<file path="src/rtl/rv32_pkg.sv">
// Shared RV32 definitions: datapath width, major opcodes, fetch FSM encoding, fetch buffer entry.
// No logic, so no latency of its own.
// No flow control of its own; consumers apply their own backpressure.
package rv32_pkg;

  localparam int XLEN = 32;

  localparam logic [6:0] OP_R      = 7'b0110011;
  localparam logic [6:0] OP_IMM    = 7'b0010011;
  localparam logic [6:0] OP_LOAD   = 7'b0000011;
  localparam logic [6:0] OP_STORE  = 7'b0100011;
  localparam logic [6:0] OP_BRANCH = 7'b1100011;

  // Raw encodings kept as plain constants so legacy code can compare against bits.
  localparam logic [0:0] ST_FETCH = 1'b0;
  localparam logic [0:0] ST_DRAIN = 1'b1;

  typedef enum logic [0:0] {
    FETCH = ST_FETCH,
    DRAIN = ST_DRAIN
  } fetch_state_e;

  // One buffered instruction together with the address it was fetched from.
  typedef struct packed {
    logic [XLEN-1:0] pc;
    logic [XLEN-1:0] instr;
  } fetch_entry_t;

endpackage

</file>
<file path="src/rtl/fetch_fifo.sv">
// Synchronous FIFO holding fetched instructions between memory and decode.
// Head is registered storage: data pushed on an edge is visible after that edge.
// Push while full is dropped unless a pop happens in the same cycle; flush wins over push/pop.
module fetch_fifo #(
  parameter int DEPTH = 2,
  parameter int WIDTH = 64
) (
  input  logic                         clk,
  input  logic                         rst,
  input  logic                         flush,
  input  logic                         push,
  input  logic [WIDTH-1:0]             push_data,
  input  logic                         pop,
  output logic [WIDTH-1:0]             head_data,
  output logic                         empty,
  output logic [$clog2(DEPTH+1)-1:0]   count
);

  localparam int PTR_W = (DEPTH > 1) ? $clog2(DEPTH) : 1;
  localparam int CNT_W = $clog2(DEPTH + 1);

  logic [WIDTH-1:0] mem [DEPTH];
  logic [PTR_W-1:0] rd_ptr;
  logic [PTR_W-1:0] wr_ptr;
  logic             full;
  logic             do_push;
  logic             do_pop;

  function automatic logic [PTR_W-1:0] ptr_next(input logic [PTR_W-1:0] p);
    return (p == PTR_W'(DEPTH - 1)) ? '0 : p + 1'b1;
  endfunction

  assign empty     = (count == '0);
  assign full      = (count == CNT_W'(DEPTH));
  assign do_pop    = pop & ~empty;
  assign do_push   = push & (~full | do_pop);
  assign head_data = mem[rd_ptr];

  // Storage is cleared on reset so the head reads zero until the first push.
  always_ff @(posedge clk or posedge rst) begin
    if (rst) begin
      for (int i = 0; i < DEPTH; i++) mem[i] <= '0;
    end else if (do_push && !flush) begin
      mem[wr_ptr] <= push_data;
    end
  end

  // Pointer and occupancy bookkeeping; a flush empties the queue in one edge.
  always_ff @(posedge clk or posedge rst) begin
    if (rst) begin
      rd_ptr <= '0;
      wr_ptr <= '0;
      count  <= '0;
    end else if (flush) begin
      rd_ptr <= '0;
      wr_ptr <= '0;
      count  <= '0;
    end else begin
      if (do_push) wr_ptr <= ptr_next(wr_ptr);
      if (do_pop)  rd_ptr <= ptr_next(rd_ptr);
      count <= count + CNT_W'(do_push) - CNT_W'(do_pop);
    end
  end

endmodule

</file>
<file path="src/rtl/fetch_unit.sv">
// Instruction fetch: issues word fetches, buffers in-order responses, presents them to decode.
// Two cycles from request to id_valid with zero-wait memory; one cycle from rvalid to id_valid.
// Requests are credit limited (in flight + buffered <= DEPTH); decode stalls hold the id_* outputs.
module fetch_unit
  import rv32_pkg::*;
#(
  parameter logic [31:0] RESET_PC = 32'h0000_0000,
  parameter int          DEPTH    = 2
) (
  input  logic        clk,
  input  logic        rst,
  output logic        imem_req,
  output logic [31:0] imem_addr,
  input  logic        imem_gnt,
  input  logic        imem_rvalid,
  input  logic [31:0] imem_rdata,
  input  logic        redirect_valid,
  input  logic [31:0] redirect_pc,
  output logic        id_valid,
  input  logic        id_ready,
  output logic [31:0] id_instr,
  output logic [31:0] id_pc,
  output logic [6:0]  id_opcode
);

  localparam int CNT_W = $clog2(DEPTH + 1);

  fetch_state_e    state;
  logic [XLEN-1:0] fetch_pc;
  logic [CNT_W-1:0] inflight;
  logic [CNT_W-1:0] discard;
  logic [CNT_W-1:0] fifo_count;
  logic [CNT_W-1:0] inflight_left;
  logic [CNT_W-1:0] discard_left;
  logic             fifo_empty;
  logic             credit_ok;
  logic             grant;
  logic             resp;
  logic             drop;
  logic             pop;
  logic [XLEN-1:0]  resp_pc;
  fetch_entry_t     push_entry;
  fetch_entry_t     head_entry;
  logic             unused_low_bits;

  assign unused_low_bits = ^redirect_pc[1:0];

  // A response belongs to the live stream while requests are in flight; while
  // discarding, every response is one issued before the last redirect.
  assign resp = imem_rvalid && (inflight != '0);
  assign drop = imem_rvalid && (discard != '0);
  assign pop  = id_valid && id_ready;

  // A pop in the same cycle frees its slot, which sustains one fetch per cycle at DEPTH=2
  // without letting in flight + buffered exceed DEPTH after the edge.
  assign credit_ok = (int'(inflight) + int'(fifo_count) - int'(pop)) < DEPTH;

  assign imem_req  = !rst && (state == FETCH) && !redirect_valid && credit_ok;
  assign imem_addr = fetch_pc;
  assign grant     = imem_req && imem_gnt;

  // Responses return in order, so the oldest outstanding address sits inflight words back.
  assign resp_pc          = fetch_pc - (XLEN'(inflight) << 2);
  assign push_entry.pc    = resp_pc;
  assign push_entry.instr = imem_rdata;

  assign inflight_left = inflight - CNT_W'(resp);
  assign discard_left  = discard - CNT_W'(drop);

  // Fetch address, outstanding-request counters and FETCH/DRAIN sequencing.
  always_ff @(posedge clk or posedge rst) begin
    if (rst) begin
      state    <= FETCH;
      fetch_pc <= RESET_PC;
      inflight <= '0;
      discard  <= '0;
    end else if (redirect_valid) begin
      fetch_pc <= {redirect_pc[XLEN-1:2], 2'b00};
      inflight <= '0;
      if (state == FETCH) begin
        discard <= inflight_left;
        state   <= (inflight_left != '0) ? DRAIN : FETCH;
      end else begin
        // Already draining: outstanding count is unaffected by the new target.
        discard <= discard_left;
        state   <= (discard_left != '0) ? DRAIN : FETCH;
      end
    end else begin
      if (grant) fetch_pc <= fetch_pc + 32'd4;
      inflight <= inflight + CNT_W'(grant) - CNT_W'(resp);
      discard  <= discard_left;
      if (state == DRAIN && discard_left == '0) state <= FETCH;
    end
  end

  fetch_fifo #(
    .DEPTH (DEPTH),
    .WIDTH ($bits(fetch_entry_t))
  ) u_fifo (
    .clk       (clk),
    .rst       (rst),
    .flush     (redirect_valid),
    .push      (resp && !redirect_valid),
    .push_data (push_entry),
    .pop       (pop),
    .head_data (head_entry),
    .empty     (fifo_empty),
    .count     (fifo_count)
  );

  assign id_valid  = !fifo_empty;
  assign id_pc     = head_entry.pc;
  assign id_instr  = head_entry.instr;
  assign id_opcode = head_entry.instr[6:0];

endmodule

</file>
<file path="config.mk">
export PLATFORM = sky130hd
export DESIGN_NAME = fetch_unit
export DESIGN_NICKNAME = d
export VERILOG_FILES = /design/src/rtl/rv32_pkg.sv /design/src/rtl/fetch_fifo.sv /design/src/rtl/fetch_unit.sv
export SDC_FILE = /design/constraint.sdc
export NUM_CORES = 1
export LEC_CHECK = 0
export ABC_AREA = 1
export CORE_ASPECT_RATIO = 0.7
export CORE_MARGIN = 3
export CORE_UTILIZATION = 48
export CTS_CLUSTER_SIZE = 14
export DETAILED_ROUTE_END_ITERATION = 7
export PLACE_DENSITY = 0.77
export SLEW_MARGIN = 20
export SYNTH_ARGS = -nofsm -noshare
export SYNTH_HDL_FRONTEND = slang
export SYNTH_SLANG_ARGS = --single-unit
</file>
<file path="constraint.sdc">
create_clock -name clk -period 5.4 [get_ports clk]
set_input_delay 0.81 -clock clk [delete_from_list [all_inputs] [get_ports clk]]
set_output_delay 0.81 -clock clk [all_outputs]
set_load 0.02 [all_outputs]
</file>
# Word level (Yosys, flattened, before mapping)
# Cells that the tools add are included.
[word_totals] regBits=169 latchBits=0 ramBits=0 romBits=0 input_bits=70 output_inout_bits=105 wordCells=81 memories=0
[classes] n_addsub=12 n_mul=0 div_mod_pow=0 n_lt_le_gt_ge=4 eq_ne=1 n_shift=0 mux=23 n_bitwise=8 n_reduce_logical=24
[op_table] op="64-bit 2-to-1 mux" count=4
[op_table] op="128-bit bitwise mux" count=1
[op_table] op="64-bit demux with 1-bit select" count=1
[op_table] op="32-bit 2-to-1 mux" count=2
[op_table] op="32-bit by 3-bit adder with 32-bit output (second input constant)" count=1
[op_table] op="32-bit by 4-bit subtractor with 32-bit output" count=1
[op_table] op="2-bit nonzero test" count=8
[op_table] op="1-bit logical AND" count=11
[op_table] op="1-bit 2-to-1 mux" count=11
[op_table] op="2-bit 2-to-1 mux" count=4
[op_table] op="2-bit by 1-bit subtractor with 2-bit output" count=4
[op_table] op="2-bit by 1-bit adder with 2-bit output" count=2
[op_table] op="2-bit greater-or-equal comparator (second input constant)" count=2
[op_table] op="2-bit logical NOT" count=2
[op_table] op="4-bit by 3-bit less-than comparator with 1-bit output (second input constant)" count=1
[op_table] op="1-bit NOT with 2-bit output" count=2
[op_table] op="3-bit by 1-bit subtractor with 4-bit output" count=1
[op_table] op="2-bit by 2-bit adder with 3-bit output" count=1
[op_table] op="1-bit logical NOT" count=3
[op_table] op="1-bit NOT" count=3
[op_table] op="1-bit adder (second input constant)" count=2
[op_table] op="1-bit AND" count=2
[op_table] op="2-bit == test (second input constant)" count=1
[op_table] op="2-bit by 1-bit less-than comparator with 1-bit output (second input constant)" count=1
[op_table] op="1-bit OR" count=1

# Depth between registers and ports, before layout
# Gate-level depths: netlist (run 1).
[depth] ltp_word=10 mapped_depth=18 ltp_nobuf=17

# Cells and area by module
# Synthesis (run 1) repeated with hierarchy kept, for this count alone.
[hier_totals] cells_unflattened=1421 area_unflattened_um2=9987.1
[modules_own_cells] module="fetch_fifo" n_inst=1 cells_per_inst=811 area_per_inst_um2=6322.3 seq_area_each_um2=3303.2
[modules_own_cells] module="fetch_unit" n_inst=1 cells_per_inst=610 area_per_inst_um2=3664.8 seq_area_each_um2=875.8

# Least setup slack after synthesis (run 1)
# Ideal clock, no wire load.
[synth_path] path_type="input port to flip-flop" start="input id_ready" end="register inflight[1]" setup_ps=132 t_arrival_ps=2988 path_slack_ps=2281 cell_stages=15 path_buffers=1 path_cell_list="nand2_1 > inv_1 > ha_1 > inv_1 > nand2_1 > fa_1 > a21oi_1 > nor2_1 > nand3_1 > buf_2 > ha_1 > inv_1 > ha_1 > xor2_1 > nor2_1"
[synth_via] elab_chain_cells=8
[synth_rtl] item="start, declared" line="fetch_unit.sv:20" text="input logic id_ready,"
[synth_rtl] item="1-bit logical AND" line="fetch_unit.sv:52" text="assign pop = id_valid && id_ready;"
[synth_rtl] item="3-bit by 1-bit subtractor with 4-bit output" line="fetch_unit.sv:56" text="assign credit_ok = (int'(inflight) + int'(fifo_count) - int'(pop)) < DEPTH;"
[synth_rtl] item="4-bit by 3-bit less-than comparator with 1-bit output" line="fetch_unit.sv:56"
[synth_rtl] item="1-bit logical AND" line="fetch_unit.sv:58" text="assign imem_req = !rst && (state == FETCH) && !redirect_valid && credit_ok;"
[synth_rtl] item="1-bit logical AND" line="fetch_unit.sv:60" text="assign grant = imem_req && imem_gnt;"
[synth_rtl] item="2-bit by 1-bit adder with 2-bit output" line="fetch_unit.sv:90" text="inflight <= inflight + CNT_W'(grant) - CNT_W'(resp);"
[synth_rtl] item="2-bit by 1-bit subtractor with 2-bit output" line="fetch_unit.sv:90"
[synth_rtl] item="2-bit 2-to-1 mux" line="fetch_unit.sv:77" text="end else if (redirect_valid) begin"
[synth_rtl] item="end signal, assigned" line="fetch_unit.sv:90"
[synth_rtl] item="end, declared" line="fetch_unit.sv:30" text="logic [CNT_W-1:0] inflight;"
# No other way between the ends.
# A chain may end at the register's enable or synchronous reset.

# Final worst setup path (run 1)
[layout_path] start="input id_ready" end="output imem_req"
[layout_via] elab_chain_cells=4
[layout_rtl] item="1-bit logical AND" line="fetch_unit.sv:52"
[layout_rtl] item="3-bit by 1-bit subtractor with 4-bit output" line="fetch_unit.sv:56"
[layout_rtl] item="4-bit by 3-bit less-than comparator with 1-bit output" line="fetch_unit.sv:56"
[layout_rtl] item="1-bit logical AND" line="fetch_unit.sv:58"
[layout_rtl] item="end, declared" line="fetch_unit.sv:12" text="output logic imem_req,"
# No other way between the ends.

==> summary.md, run 1 <==
The flow ran to the end, and the final reports show no timing, DRC or antenna violations. Sorting the synthesized cells by area gives the leading types as sky130_fd_sc_hd__dfrtp_1, sky130_fd_sc_hd__nand2_1, sky130_fd_sc_hd__o21ai_0. For the max capacitance violation total, the log shows 0. Number of antenna repair diodes: 0. The final-report hold violation count came out at 0. The critical path's slowest cell is sky130_fd_sc_hd__clkdlybuf4s50_1. The run gives 8068 as the via count of the first global-routing pass. Buffers placed on the I/O ports in this run total 168. The post-route setup TNS is 0 ns. The post-detailed-route via-to-cell ratio came out at 5.04. Final hold slack: 0.476 ns. The minimum clock period was 4.07 ns. The worst setup path is launched from a primary input. Yosys mapped the design onto 30 distinct sky130hd cell types. The floorplan has 41 rows. TritonCTS built the clock tree. The worst-skew pair later-pin latency is 0.44 ns. The tools report the sort of element at the end of the critical path as an output pin. Routed via count: 8620.

In the final routed layout, each cell accounts on average for 14.9 um. The logs give 0 for the number of hold-repair buffers added at the cts stage and 9240 um2 for the combined area of all synthesized cells. For the count of final setup violators, the log shows 0. The H-tree was split into 4 levels.

The longest individual stage delay on the worst path is 0.59 ns. The post-synthesis instance total came out at 1340. The number of sinks driven by the clock tree was 163; the post-CTS clock slew at the launch and capture registers of the worst setup and hold paths was 0.07 ns. The height of the chip works out to 122 um. The root buffer cell is sky130_fd_sc_hd__clkbuf_16. The number of design rule violations left after detail routing is 0, and the fraction of synthesis flops using an asynchronous set or reset pin is 100%. The fmax came out at 246 MHz. The tools report the remaining antenna violation count as 0. After floorplanning, the core was sized to cover 18400 um2. Setup repair after global routing left no endpoint under its margin. Once the floorplan was initialized, standard cells occupied 50.1% of the core. At the end of the flow, the number of nets in the layout was 1545. The top cell types in the final layout, fill and taps aside, are sky130_fd_sc_hd__nand2_1, sky130_fd_sc_hd__clkdlybuf4s50_1, sky130_fd_sc_hd__dfrtp_1, sky130_fd_sc_hd__inv_1, sky130_fd_sc_hd__nor2_1.

The tools report the number of clock buffers inserted by TritonCTS as 17. Worst min-delay path class: flop to flop. The average cell area after synthesis is 6.89 um2. sky130_fd_sc_hd__dfrtp_1 takes more of the synthesized area than any other cell. Ratio of total power to cell area: 541 nW/um2. The final count of pins violating max slew was 0. Compared with the post-synthesis result, the final layout area differs by 24.0%. Data arrives at the worst endpoint at 3.26 ns. Number of synthesis warnings: 0. The library cell used most frequently in the layout, excluding fill and tap cells, is sky130_fd_sc_hd__nand2_1. For this run, the total global-route usage over all layers was measured as 24.7%. Measured along the x axis, the die boundary spans 172 um. Half-perimeter wire length of the detailed placement result: 17900 um.

175 I/O pins were placed. Initial antenna violation count: 1. The ratio of cells with drive above 1 in the final layout was 4.07%. The slack of the critical path was 1.33 ns; the number of buffers added for setup after CTS was 0. The part of the Yosys area used for sequential elements came out at 44.2%. At the worst endpoint, the required time is 4.59 ns.

Headroom to the max-slew limit came out at 41.7%. The share of synthesized area in the top cell type comes to 44.2%. IR analysis of the VDD net gives a maximum drop of 225 uV. Entering global routing, the biggest net connects 113 pins. Traced cell by cell, the critical path runs through clkdlybuf4s50_1 -> nand2_1 -> inv_1 -> ha_1 -> inv_1 -> nand2_1 -> fa_1 -> a21oi_1 -> nor2_1 -> nand2_1 -> inv_1 -> clkdlybuf4s50_1.

The number of register bits inferred by synthesis is 163. Of all nets on the critical path, the largest fanout is 3. The first global-routing pass estimated 41200 um of wire. The setup slack after placement was 1.22 ns; the final period utilization was 75.4%. The congestion estimate from routability-driven global placement came to 0.964. In the synthesized netlist the dominant register cell turns out to be sky130_fd_sc_hd__dfrtp_1.

The analysis attributes to cell leakage a power of 0.00565 uW. Yosys mapped a number of flops with a built-in enable equal to 0. The critical path is of the primary input to output pin type.

In this run the deepest clock path goes through 2 buffers. At the pin with the least slew margin, the transition time is 0.875 ns. Summed over all layers, the routed wires come to 25400 um.

The number of gates resized after CTS was 0. For the clock skew after layout, the log shows 0.0118 ns. The first detailed-routing pass ran for 5 iterations. The DRC violation total after the first TritonRoute iteration was 695; the overflow left after global routing was 0.

The floorplan die area is 21000 um2.
==> power breakdown <==
part           switching, uW  internal [uW]
logic                   1690           1200
clock network            590            622
registers                406           1700
==> per-layer routing <==
metal	vias up	track usage (%)	part of all wire, %
li1	4327	-	-
met3	33	4.83	7.5
met1	3974	35.8	47
met4	2	7.88	1.6
met2	284	37.4	44
met5	-	0	0.031
==> cell type report <==
type	count	area [um2]
fillers	1687	6960
multi-input cells	978	4270
flip-flops and latches	163	4080
repair buffers	176	1740
inverters	125	479
clock buffers	17	425
well taps	236	295
clock inverters	15	160
==> stage by stage <==
stage,util [%],total power (uW),area [um2],std cells
after global routing,62.2,6650,11500,1710
after detailed placement,59.0,5010,10900,1678
after global placement,59.0,4930,10900,1678
after floorplan,-,3830,9250,1343
after CTS,62.2,6230,11400,1710
final,62.2,6200,11500,1710
==> cell families after synthesis <==
family                   count (synthesis)  synth area share (%)
AO/OA/AOI/OAI                          122                  7.00
XOR/XNOR                                22                  2.09
adder cells (fa/ha/maj)                 14                  2.06
buffers and inverters                  202                  9.71
flip-flops                             163                  44.2
other                                    1                0.0406
AND/OR/NAND/NOR                        816                  34.9
==> Yosys cell counts, types with 7 or more instances <==
master                       n
sky130_fd_sc_hd__o21ai_1    12
sky130_fd_sc_hd__xor2_1     18
sky130_fd_sc_hd__ha_1       12
sky130_fd_sc_hd__nand2_1   615
sky130_fd_sc_hd__dfrtp_1   163
sky130_fd_sc_hd__clkbuf_1   31
sky130_fd_sc_hd__nand3_1    76
sky130_fd_sc_hd__buf_4      17
sky130_fd_sc_hd__nand4_1     7
sky130_fd_sc_hd__inv_1     119
sky130_fd_sc_hd__o21ai_0   100
sky130_fd_sc_hd__nor2_1    112
sky130_fd_sc_hd__buf_2      22
==> worst max-delay path, delay by kind of cell <==
kind                       cells  cell delay, ns
buffers and inverters          5            1.31
adders and majority gates      2            0.72
and+or+nand+nor                4            0.36
AOI/OAI and AO/OA              1            0.07
==> sequential cells by signal (all words and copies together) (netlist names) <==
register,cells
u_fifo.rd_ptr,1
imem_addr,30
discard,2
inflight,2
u_fifo.wr_ptr,1
u_fifo.mem,124
state,1
u_fifo.count,2
==> final timing paths <==
check | startpoint | end | slack, ns | cells after the start
worst min-delay path | u_fifo.mem[6] | u_fifo.mem[6] | 0.48 | 2
worst min register to register | u_fifo.mem[6] | u_fifo.mem[6] | 0.48 | 2
max in group asynchronous | rst | imem_addr[14] | 3.53 | 3
worst max-delay path | id_ready | imem_req | 1.33 | 12
worst max register to register | u_fifo.count[1] | inflight[1] | 1.89 | 16
min in group asynchronous | rst | u_fifo.mem[81] | 0.93 | 2
Note: power is estimated with default switching activity, not from simulation.
==> run 2: changes to the inputs <==
==> constraint.sdc (replaced) <==
create_clock -name clk -period 3.4 [get_ports clk]
set_input_delay 0.51 -clock clk [delete_from_list [all_inputs] [get_ports clk]]
set_output_delay 0.51 -clock clk [all_outputs]
set_load 0.02 [all_outputs]
==> run 2 against run 1 <==
Net effect: via count grew 1.9%; worst setup slack lost 0.97 ns; worst hold slack worse by 0.0018 ns; clock power increased by 75%; power grew 64%; utilization up 1.1 points; combinational power increased by 63%; critical endpoint unchanged; largest power group unchanged.
==> summary.md, run 2 (synthesis gave the netlist of run 1 again) <==
Dividing the final minimum period by the clock period gives 89.5%. Path depth of the worst reg2reg path: 16 (unchanged). The ratio of total power to cell area is 869 nW/um2 (+61%), and the critical path buffer and inverter count is 5 (unchanged). The routed wire length is 25700 um (+1.0%).

The internal power consumption was 5920 uW (+68%). The run gives 0 (unchanged) as the count of final setup violators. TritonCTS built the clock tree. The setup slack after placement came out at -0.0266 ns (-1.24 ns).

The number of top-level design ports is 175 (unchanged), and the slack of the critical path is 0.357 ns (-0.973 ns). The post-detailed-route via-to-cell ratio came out at 5.10 (+1.2%). The launch instance of the worst register-to-register path is u_fifo.count[1]. The post-route setup TNS is 0 ns (unchanged), and the remaining antenna violation count is 0 (unchanged). The tools report the capture point of the worst reg-to-reg path as imem_addr[9]. The library cell used most frequently in the layout, excluding fill and tap cells, is sky130_fd_sc_hd__nand2_1. Setup repair after global routing left no endpoint under its margin. The pin count of the biggest net entering global routing is 52 (-54%). The quantity of I/O buffers inserted on ports came out at 168 (unchanged). The total global-route track usage is 25.2% (+0.50 points), and the ratio of cells with drive above 1 in the final layout is 4.98% (+0.91 points). Counting I/O delays and the setup requirement, the final critical path takes 3.04 ns.

The max capacitance violation total was 0 (unchanged). The number of hold-repair buffers added at the cts stage is 0 (unchanged). The number of flip-flops under the largest register name is 124 (unchanged), and the final weighted congestion in routability-driven placement is 0.960 (-0.45%).

The register-to-register setup slack is 0.54 ns (-1.35 ns). The register with the most flip-flops in the final layout is u_fifo.mem. The reported leakage power came out at 0.00575 uW (+1.8%). The flow ran to the end, and the final reports show no timing, DRC or antenna violations. The logic depth of the worst path, buffers included is 13 (+1), and the number of antenna repair diodes is 0 (unchanged).

The critical path is of the flop to output pin type. Peak supply drop: 447 uV (+99%). Final net count: 1558 (+0.84%). The tools report the starting utilization of the core area as 50.1% (unchanged). The library cells used most frequently in the layout, excluding fill and tap cells, are sky130_fd_sc_hd__nand2_1, sky130_fd_sc_hd__clkdlybuf4s50_1, sky130_fd_sc_hd__dfrtp_1, sky130_fd_sc_hd__inv_1, sky130_fd_sc_hd__nor2_1. Critical path data arrival time: 2.53 ns (-0.73 ns). Routed length on met2: 11300 um (+1.9%). Portion of total power attributed to combinational logic: 46.4% (about the same). The path class of the tightest hold or removal check is flop to flop. The final hold slack is 0.474 ns (-0.00182 ns).

The number of instances resized during post-cts repair was 1 (+1); the number of sinks driven by the clock tree was 163 (unchanged). The run gives 4220 uW (+57%) as the switching power summed over all nets. The longest individual stage delay on the worst path was 0.52 ns (-0.07 ns).

Number of buffers on the longest clock path: 2 (unchanged). Met1 wire length: 12200 um (+1.3%). Traced cell by cell, the critical path runs through inv_1 -> nand2_1 -> nand2_1 -> inv_1 -> ha_1 -> inv_1 -> nand2_1 -> fa_1 -> a21oi_1 -> nor2_1 -> nand2_1 -> inv_1 -> clkbuf_2. The core footprint is 18400 um2 (unchanged). The switching share of total power is 41.7% (-1.6 points). The number of clock buffers inserted by TritonCTS was 17 (unchanged). The tools report the floorplan die area as 21000 um2 (unchanged). The initial antenna violation count is 0 (-1). The height of the chip works out to 122 um (unchanged). For the number of placement rows, the log shows 41 (unchanged). The clock skew after layout was 0.0125 ns (+0.000670 ns). The number of design rule violations left after detail routing was 0 (unchanged); the synthesis-to-layout area growth was 26.3%.

End point of the critical path: imem_req. The run gives 20.9% (+1.4 points) as the clock power share. The chip width works out to 172 um (unchanged). Grouping stages by cell kind, the critical path spends the most delay in adder cells. Total length of routed met3 wires: 1970 um (+2.9%). For the global-route wire length before repair, the log shows 41900 um (+1.9%).

The overflow left after global routing was 0 (unchanged). The average routed wire per standard cell was 14.9 um (+0.28%). The via count of the first global-routing pass was 8232 (+2.0%); the fmax was 329 MHz. The final core utilization is 63.3% (+1.1 points), and the worst slew margin relative to its limit is 59.3% (+18 points). For the DRC violation total after the first TritonRoute iteration, the log shows 840 (+21%).

The run gives 2.89 ns (-1.70 ns) as the data required time at the worst endpoint. The number of buffers added for setup after CTS was 0 (unchanged). Largest fanout on the critical path: 3 (unchanged). The tools report the startpoint of the worst setup timing path as u_fifo.count[1]. The tools report the root buffer cell as sky130_fd_sc_hd__clkbuf_16. The routed via count came out at 8788 (+1.9%). The tools report the worst-skew pair later-pin latency as 0.43 ns (about the same). The tools report the overall power of the completed layout as 10100 uW (+64%). The half-perimeter wire length of the detailed placement result came out at 18200 um (+1.8%). The tools report the sort of element at the start of the critical path as a flop. After detailed routing, no signal wire sits above met4. The transition time at the pin with the least slew margin works out to 0.610 ns (-0.265 ns). Among all stages on the critical path, the largest delay is contributed by sky130_fd_sc_hd__fa_1. Final count of pins violating max slew: 0 (unchanged). The post-CTS clock slew at the launch and capture registers of the worst setup and hold paths was 0.07 ns (about the same).

The run gives 5 (unchanged) as the number of iterations in the first detailed-routing pass. The sequential group share of total power was 32.7% (-1.2 points). The worst setup path is captured at an output pin. The H-tree depth is 4 (unchanged), and the final-report hold violation count is 0 (unchanged).
[run 2: routing by layer]
metal / global-route usage [%] / vias to the layer above
li1: - / 4358
met1: 37.6 / 4055
met2: 39.0 / 347
met3: 3.73 / 28
met4: 5.83 / 0
met5: 0 / -
[run 2: layout make-up]
type | instances | area, um2
clock inverters | 15 | 220
clock buffers | 17 | 425
flip-flops and latches | 163 | 4080
inverters | 125 | 475
multi-input cells | 978 | 4270
repair buffers | 189 | 1900
fillers | 1632 | 6750
well taps | 236 | 295
[run 2: power by group through the flow]
| stage | combinational [uW] | sequential, uW | clock [uW] |
|---|---|---|---|
| 2_1_floorplan | 2910 | 3170 | 0 |
| 3_3_place_gp | 4620 | 3310 | 0 |
| 3_5_place_dp | 4710 | 3330 | 0 |
| 4_1_cts | 4730 | 3300 | 2150 |
| 5_1_grt | 5220 | 3420 | 2220 |
| 6_report | 4710 | 3320 | 2120 |
[run 2: metrics by stage]
stage | area, um2 | instances
floorplan | 9250 | 1343
global placement | 11000 | 1691
detailed placement | 11000 | 1691
CTS | 11700 | 1723
global route | 11700 | 1723
finish | 11700 | 1723
[run 2: worst reg2reg max path: cells and delay by family, from the launching register on]
family / cells / cell delay (ns)
AOI/OAI and AO/OA: 1 / 0.17
adders and majority gates: 2 / 0.72
buffers and inverters: 5 / 0.76
DFF: 1 / 0.38
and+or+nand+nor: 8 / 0.75
[run 2: how the worst min path moves through the flow]
stage                         startpoint              to  slack [ns]  depth (start not counted)
after floorplan           u_fifo.mem[16]  u_fifo.mem[16]        0.44                          2
after global placement     u_fifo.mem[6]   u_fifo.mem[6]        0.45                          2
after detailed placement  u_fifo.mem[15]  u_fifo.mem[15]        0.46                          2
after CTS                 u_fifo.mem[19]  u_fifo.mem[19]        0.48                          2
after global routing      u_fifo.mem[12]  u_fifo.mem[12]        0.50                          2
final                     u_fifo.mem[17]  u_fifo.mem[17]        0.47                          2
